<file path="src/rtl/mem_port_arbiter.sv">
// Arbitrates a single-port synchronous memory between fetch (if_*) and load/store (ls_*) requesters.
// Define MEM_ARB_RR_EN for round-robin arbitration; the default is fixed ls-over-if priority.
module mem_port_arbiter #(
  parameter int unsigned ADDR_W = 10,
  parameter int unsigned DATA_W = 32,
  parameter int unsigned RD_LAT = 1
) (
  input  logic              clk,
  input  logic              rst_n,
  input  logic              if_req,
  input  logic [ADDR_W-1:0] if_addr,
  output logic              if_gnt,
  output logic              if_rvalid,
  output logic [DATA_W-1:0] if_rdata,
  input  logic              ls_req,
  input  logic              ls_we,
  input  logic [ADDR_W-1:0] ls_addr,
  input  logic [DATA_W-1:0] ls_wdata,
  output logic              ls_gnt,
  output logic              ls_rvalid,
  output logic [DATA_W-1:0] ls_rdata,
  output logic              mem_en,
  output logic              mem_we,
  output logic [ADDR_W-1:0] mem_addr,
  output logic [DATA_W-1:0] mem_wdata,
  input  logic [DATA_W-1:0] mem_rdata,
  output logic              busy
);

  if (RD_LAT < 1 || RD_LAT > 4) begin : g_bad_rd_lat
    $error("mem_port_arbiter: RD_LAT must be in 1..4");
  end

  localparam logic [1:0] StIdle  = 2'd0;
  localparam logic [1:0] StIssue = 2'd1;
  localparam logic [1:0] StWait  = 2'd2;

  logic [1:0]        state_q, state_d;
  logic [2:0]        cnt_q, cnt_d;
  logic              owner_ls_q, owner_ls_d;
  logic              if_gnt_q, if_gnt_d, ls_gnt_q, ls_gnt_d;
  logic              if_rvalid_q, if_rvalid_d, ls_rvalid_q, ls_rvalid_d;
  logic [DATA_W-1:0] if_rdata_q, if_rdata_d, ls_rdata_q, ls_rdata_d;
  logic              mem_en_q, mem_en_d, mem_we_q, mem_we_d;
  logic [ADDR_W-1:0] mem_addr_q, mem_addr_d;
  logic [DATA_W-1:0] mem_wdata_q, mem_wdata_d;
  logic              busy_q, busy_d;
  logic              pick_ls;

`ifdef MEM_ARB_RR_EN
  // Set when ls was granted last; cleared at reset so ls wins the first tie.
  logic last_ls_q, last_ls_d;
  assign pick_ls = ls_req && (!if_req || !last_ls_q);
`else
  assign pick_ls = ls_req;
`endif

  always_comb begin
    state_d     = state_q;
    cnt_d       = cnt_q;
    owner_ls_d  = owner_ls_q;
    if_gnt_d    = 1'b0;
    ls_gnt_d    = 1'b0;
    if_rvalid_d = 1'b0;
    ls_rvalid_d = 1'b0;
    if_rdata_d  = if_rdata_q;
    ls_rdata_d  = ls_rdata_q;
    mem_en_d    = 1'b0;
    mem_we_d    = mem_we_q;
    mem_addr_d  = mem_addr_q;
    mem_wdata_d = mem_wdata_q;
`ifdef MEM_ARB_RR_EN
    last_ls_d   = last_ls_q;
`endif
    unique case (state_q)
      StIdle: begin
        if (if_req || ls_req) begin
          state_d    = StIssue;
          owner_ls_d = pick_ls;
          mem_en_d   = 1'b1;
`ifdef MEM_ARB_RR_EN
          last_ls_d  = pick_ls;
`endif
          if (pick_ls) begin
            ls_gnt_d    = 1'b1;
            mem_we_d    = ls_we;
            mem_addr_d  = ls_addr;
            mem_wdata_d = ls_wdata;
          end else begin
            if_gnt_d   = 1'b1;
            mem_we_d   = 1'b0;
            mem_addr_d = if_addr;
          end
        end
      end
      StIssue: begin
        if (mem_we_q) begin
          state_d = StIdle;
        end else begin
          state_d = StWait;
          cnt_d   = 3'(RD_LAT);
        end
      end
      StWait: begin
        cnt_d = cnt_q - 3'd1;
        // Data is valid on this edge; rvalid appears while the FSM is back in IDLE.
        if (cnt_q == 3'd1) begin
          state_d = StIdle;
          if (owner_ls_q) begin
            ls_rvalid_d = 1'b1;
            ls_rdata_d  = mem_rdata;
          end else begin
            if_rvalid_d = 1'b1;
            if_rdata_d  = mem_rdata;
          end
        end
      end
      default: state_d = StIdle;
    endcase
    busy_d = (state_d != StIdle);
  end

  always_ff @(posedge clk or negedge rst_n) begin
    if (!rst_n) begin
      state_q     <= StIdle;
      cnt_q       <= 3'd0;
      owner_ls_q  <= 1'b0;
      if_gnt_q    <= 1'b0;
      ls_gnt_q    <= 1'b0;
      if_rvalid_q <= 1'b0;
      ls_rvalid_q <= 1'b0;
      if_rdata_q  <= '0;
      ls_rdata_q  <= '0;
      mem_en_q    <= 1'b0;
      mem_we_q    <= 1'b0;
      mem_addr_q  <= '0;
      mem_wdata_q <= '0;
      busy_q      <= 1'b0;
`ifdef MEM_ARB_RR_EN
      last_ls_q   <= 1'b0;
`endif
    end else begin
      state_q     <= state_d;
      cnt_q       <= cnt_d;
      owner_ls_q  <= owner_ls_d;
      if_gnt_q    <= if_gnt_d;
      ls_gnt_q    <= ls_gnt_d;
      if_rvalid_q <= if_rvalid_d;
      ls_rvalid_q <= ls_rvalid_d;
      if_rdata_q  <= if_rdata_d;
      ls_rdata_q  <= ls_rdata_d;
      mem_en_q    <= mem_en_d;
      mem_we_q    <= mem_we_d;
      mem_addr_q  <= mem_addr_d;
      mem_wdata_q <= mem_wdata_d;
      busy_q      <= busy_d;
`ifdef MEM_ARB_RR_EN
      last_ls_q   <= last_ls_d;
`endif
    end
  end

  assign if_gnt    = if_gnt_q;
  assign ls_gnt    = ls_gnt_q;
  assign if_rvalid = if_rvalid_q;
  assign ls_rvalid = ls_rvalid_q;
  assign if_rdata  = if_rdata_q;
  assign ls_rdata  = ls_rdata_q;
  assign mem_en    = mem_en_q;
  assign mem_we    = mem_we_q;
  assign mem_addr  = mem_addr_q;
  assign mem_wdata = mem_wdata_q;
  assign busy      = busy_q;

endmodule

</file>
<file path="config.mk">
export PLATFORM = sky130hd
export DESIGN_NAME = mem_port_arbiter
export DESIGN_NICKNAME = d
export VERILOG_FILES = /design/src/rtl/mem_port_arbiter.sv
export SDC_FILE = /design/constraint.sdc
export NUM_CORES = 1
export LEC_CHECK = 0
export CELL_PAD_IN_SITES_DETAIL_PLACEMENT = 0
export CELL_PAD_IN_SITES_GLOBAL_PLACEMENT = 1
export CORE_MARGIN = 2
export CORE_UTILIZATION = 36
export CTS_BUF_LIST = sky130_fd_sc_hd__clkbuf_16
export DETAILED_ROUTE_END_ITERATION = 6
export PLACE_DENSITY = 0.88
export SETUP_SLACK_MARGIN = 0.1
export SYNTH_ARGS = -nofsm -noshare
export SYNTH_HDL_FRONTEND = slang
export SYNTH_SLANG_ARGS = --single-unit
</file>
<file path="constraint.sdc">
create_clock -name clk -period 5.2 [get_ports clk]
set_input_delay 1.04 -clock clk [delete_from_list [all_inputs] [get_ports clk]]
set_output_delay 1.04 -clock clk [all_outputs]
set_load 0.01 [all_outputs]
</file>
==> results of run 1 <==
worst max-delay path: cells and delay by family:
| family | cells | cell delay (ps) |
|---|---|---|
| AND/OR/NAND/NOR | 1 | 510 |
| buffers and inverters | 2 | 1210 |
| multiplexers | 1 | 390 |
per-layer routing:
layer,up-vias,track usage (%)
met1,1526,18.0
met2,127,25.3
met4,0,7.29
li1,1409,-
met5,-,0
met3,15,6.75
state kept, by name, indices dropped and copies added, names as in the netlist:
name and cells:
mem_addr 10, mem_wdata 32, ls_rdata 32, if_gnt 1
ls_rvalid 1, state_q 2, busy 1, mem_en 1
if_rvalid 1, cnt_q 3, ls_gnt 1, owner_ls_q 1
mem_we 1, if_rdata 32
worst max path at each step:
| stage | endpoint | slack, ps | cells past startpoint |
|---|---|---|---|
| after floorplan | mem_addr[0] | 3110 | 3 |
| after global placement | mem_wdata[21] | 1970 | 4 |
| after detailed placement | mem_wdata[30] | 1870 | 4 |
| after CTS | mem_wdata[30] | 2310 | 4 |
| after global routing | mem_wdata[30] | 2200 | 4 |
| final | mem_wdata[30] | 2320 | 4 |
per-stage QoR:
stage	utilization, %	instance area (µm²)	power, mW	instances
6_report	58.1	7280	4.59	675
5_1_grt	58.1	7280	4.86	675
4_1_cts	58.1	7280	4.66	675
3_5_place_dp	53.9	6750	3.58	644
3_3_place_gp	53.9	6750	3.53	644
2_1_floorplan	-	4580	2.47	280
power breakdown:
group	internal, mW	total, mW	switching [mW]
clock	0.678	1.04	0.361
combinational	1.22	1.91	0.690
sequential	1.39	1.64	0.247
cell usage after synthesis:
master | count | area (µm²)
nand3_2 | 1 | 10.0
o211a_1 | 1 | 10.0
ha_1 | 2 | 25.0
mux2_2 | 116 | 1310
nor2b_1 | 1 | 6.26
nand2b_1 | 3 | 18.8
and2b_1 | 1 | 7.51
dfrtp_1 | 119 | 2980
a21o_1 | 1 | 7.51
o21ai_0 | 2 | 10.0
nor3_1 | 1 | 5.00
buf_4 | 1 | 7.51
nor3b_4 | 1 | 18.8
and2_1 | 1 | 6.26
nor4b_1 | 1 | 8.76
nor2_1 | 1 | 3.75
nand3_1 | 1 | 5.00
and4_1 | 1 | 8.76
a21oi_1 | 2 | 10.0
buf_1 | 1 | 3.75
nand2_1 | 4 | 15.0
inv_1 | 6 | 22.5
a22o_1 | 1 | 8.76
or3b_2 | 1 | 8.76
buf_2 | 7 | 35.0
buf_6 | 3 | 33.8
area by class of cell:
type | count | area [µm²] | share of cell area, %
Sequential cell | 119 | 2980 | 40.9
Timing Repair Buffer | 204 | 2030 | 27.9
Multi-Input combinational cell | 143 | 1500 | 20.6
Clock buffer | 17 | 425 | 5.84
Tap cell | 172 | 215 | 2.96
Clock inverter | 14 | 105 | 1.44
Inverter | 6 | 22.5 | 0.309
cells by family after synthesis:
kind of cell,Yosys count
buffers and inverters,18
DFF,119
and+or+nand+nor,18
muxes,116
AOI/OAI and AO/OA,7
adders and majority gates,2
==> impl_metrics.ini, run 1 <==
[sta]
finalSetupTns_ps = 0
relSlewSlack_pct = 39.1
slew_violations = 0
min_period_over_period_pct = 55.4
tightestPinTransition_ps = 913
hold-worst-slack_ps = 499
clock_skew_ps = 6.56
finalSetupViolCount = 0
max_freq_mhz = 347
fin_crit_ps = 2880
hold_viol = 0
setup_ws_ps = 2320
rsz0062_at_grt = false

[setup_path]
critPathMaxFanout = 25
reg2reg_to = if_rdata[21]
timing.rr.start = cnt_q[1]
reg2reg_slack_ps = 2640
worst_path_max_delay_cell = clkdlybuf4s50_1
endpoint_kind = flip-flop
crit_path_start_kind = input pin
cp.required_ps = 5480
crit_path_start = ls_req
reg2regPathDepth = 6
worstPathArrival_ps = 3160
critical-path-max-stage-delay_ps = 800
setup.worst_path.class = input pin to flip-flop
crit_chain = clkdlybuf4s50_1 > and2_1 > buf_4 > mux2_2

[final_layout]
fin_nets = 582
diodes = 0
layout_commonest_cell = clkdlybuf4s50_1
fillers = 1030
areaGrowthSynthToFinish_pct = 58.9
drive_gt1_share_pct = 28.2
layout.cells.most_common_list = 200 x clkdlybuf4s50_1, 119 x dfrtp_1, 116 x mux2_2

[synth]
synth.cell_area_um2 = 4580
synthDistinctLibCells = 26
synthCells = 280
ys_seq_elements = 119
synthMuxAreaShare_pct = 28.5
syn_nets = 371
synth_compound_area_share_pct = 1.01
synth_warnings = 0
synth_area_per_cell_um2 = 16.4
ys_seq_area_share_pct = 65.0
synthSimpleGateAreaFrac_pct = 2.68
synthXorXnorAreaFrac_pct = 0
synth_top_family_by_area = multiplexers
synth-adder-area-share_pct = 0.546

[run_status]
status = completed

[clock_tree]
clk-insertion-delay-late_ps = 400
post-cts-setup-buffers = 0
cts_tree = built
cts_resized = 0
clk_path_buf_depth = 2
cts_sinks = 119
cts_buffers = 17
cts_hold_buf = 0
root_buffer = clkbuf_16
clkTransAtPathRegs_ps = 50
htreeDepth = 4

[place]
post-place-ws_ps = 1870
hpwlAfterDp_mm = 7.47
place_congestion = 0.744
io_buffers = 201

[die]
ios = 202
start_util_pct = 36.6
core_um2 = 12500
core.rowCount = 41
floorplan.die_area_um2 = 13600
die_x_um = 117
die_h_um = 117

[drt]
highest_layer = met4
vias = 3077
totalWireLength_mm = 10.4
wl_met1_mm = 4.33
drtIter0Drc = 136
drt-pass1-iter-count = 4
wl_met3_um = 916
wl_met2_mm = 5.00
ant_nets = 0
routed_via_density = 4.56
drc_errors = 0
routedWlPerCell_um = 15.4

[global_route]
track_usage_pct = 15.6
grt_max_degree = 73
antenna_found_initial = 0
grt_pass1_wl_mm = 16.0
overflow = 0
grt_pass1_vias = 3282

[run]
drv_cap = 0

[worst_hold_path]
hold_end = ls_rdata[19]
holdCritStartpoint = ls_rdata[19]
hp-class = flip-flop to flip-flop
holdPathStages = 1

[power]
power_leakage_nw = 3.09
powerDensity_nw_per_um2 = 630
peakVddDrop_mv = 0.318
No activity file was read; power rests on OpenSTA's default activity.
==> inputs of run 2 (changes only) <==
Settings changed: CORE_UTILIZATION 36 to 30, PLACE_DENSITY 0.88 to 0.78.
Clock period 5.2 ns to 2.4 ns, I/O delays scaled along.
==> impl_metrics.ini, run 2 (same netlist as run 1, synthesis figures left out) <==
[run_status]
status = completed

[setup_path]
crit_path_start_kind = flip-flop
critPathTopFamily = simple AND/OR/NAND/NOR gates
reg2regPathDepth = 6
cp.required_ps = 2680
cp.depth = 6
crit_chain = inv_1 > ha_1 > nor2b_1 > nor3b_4 > buf_4 > mux2_2
worst_path_max_delay_cell = dfrtp_1
path_buf_inv = 2
critical-path-max-stage-delay_ps = 380
setup.worst_path.class = flip-flop to flip-flop
timing.rr.start = cnt_q[1]
endpoint_kind = flip-flop
crit_path_start = cnt_q[1]
worstPathArrival_ps = 2160
critPathMaxFanout = 19

[final_layout]
instances_no_fill = 695
areaGrowthSynthToFinish_pct = 60.7
design_area_um2 = 7360
fin_nets = 588
layout.cells.most_common_list = 200 x clkdlybuf4s50_1, 119 x dfrtp_1, 116 x mux2_2
diodes = 0
drive_gt1_share_pct = 29.2
layout_commonest_cell = clkdlybuf4s50_1
seq_area_um2 = 2980
fillers = 1293
multiInputGateArea_um2 = 1500

[sta]
rsz0062_at_grt = false
clock_skew_ps = 8.68
min_period_over_period_pct = 78.5
tightestPinTransition_ps = 471
slew_violations = 0
hold_viol = 0
max_freq_mhz = 531
finalSetupViolCount = 0
finalSetupTns_ps = 0
fin_crit_ps = 1880
relSlewSlack_pct = 68.6

[run]
drv_cap = 0

[global_route]
grt_pass1_vias = 3367
overflow = 0
antenna_found_initial = 0
grt_pass1_wl_mm = 17.5
grt_max_degree = 60
track_usage_pct = 13.8

[clock_tree]
post-cts-setup-buffers = 0
clkTransAtPathRegs_ps = 50
root_buffer = clkbuf_16
cts_buffers = 17
clk-insertion-delay-late_ps = 400
cts_sinks = 119
cts_resized = 0
htreeDepth = 4
cts_tree = built
cts_hold_buf = 0
clk_path_buf_depth = 2

[drt]
routedWlPerCell_um = 15.5
vias = 3121
drt-pass1-iter-count = 4
totalWireLength_mm = 10.8
ant_nets = 0
routed_via_density = 4.49
drc_errors = 0
drtIter0Drc = 74

[place]
place_congestion = 0.721
io_buffers = 201
dp_cells = 666
hpwlAfterDp_mm = 7.81
placed_area_um2 = 6840

[die]
core.rowCount = 45
core_um2 = 15000
floorplan.die_area_um2 = 16300
die_x_um = 128
die_h_um = 128
start_util_pct = 30.5
ios = 202

[power]
power_leakage_nw = 3.11
peakVddDrop_mv = 0.660
powerDensity_nw_per_um2 = 1360
total_power_mw = 9.99

[worst_hold_path]
hp-class = input pin to async pin
## run 2: changes by cell type in the layout (fill, tap and decap cells not counted), sizes merged
cell    previous run  this run
clkinv             5         7
buf                4        10
inv               13         9
## run 2: routing by layer
layer / part of all wire [%] / up-vias / global-route usage (%) / wire length [µm]
met2: 49 / 122 / 22.0 / 5220
met4: 1.6 / 0 / 5.24 / 177
li1: - / 1422 / - / -
met3: 7.7 / 16 / 5.82 / 829
met5: 0 / - / 0 / 0
met1: 42 / 1561 / 16.7 / 4520
## run 2: final timing paths
check                                to  slack [ps]
max                        if_rdata[26]         520
min                         ls_rdata[7]          30
max reg2reg                if_rdata[26]         520
min reg2reg                ls_rdata[17]         500
max in group asynchronous  if_rdata[25]        1630
min in group clk           ls_rdata[17]         500
## run 2: stage by stage
step	worst slack (ps)	hold slack [ps]	util (%)
after floorplan	674	184	-
after global placement	439	442	45.5
after detailed placement	397	453	45.5
after CTS	480	18.0	49.0
after global routing	390	32.8	49.0
final	516	27.2	49.0
## run 2: where the power goes
| group | internal [mW] | total (mW) | switching (mW) |
|---|---|---|---|
| clock network | 1.47 | 2.27 | 0.805 |
| registers | 3.01 | 3.53 | 0.518 |
| logic | 2.69 | 4.19 | 1.50 |
## run 2: final cells by class
| cell class | instances | area share (%) |
|---|---|---|
| Clock buffer | 17 | 5.78 |
| Clock inverter | 12 | 1.33 |
| Tap cell | 188 | 3.20 |
| Timing Repair Buffer | 210 | 28.6 |
| Inverter | 6 | 0.306 |
| Sequential cell | 119 | 40.5 |
| Multi-Input combinational cell | 143 | 20.4 |
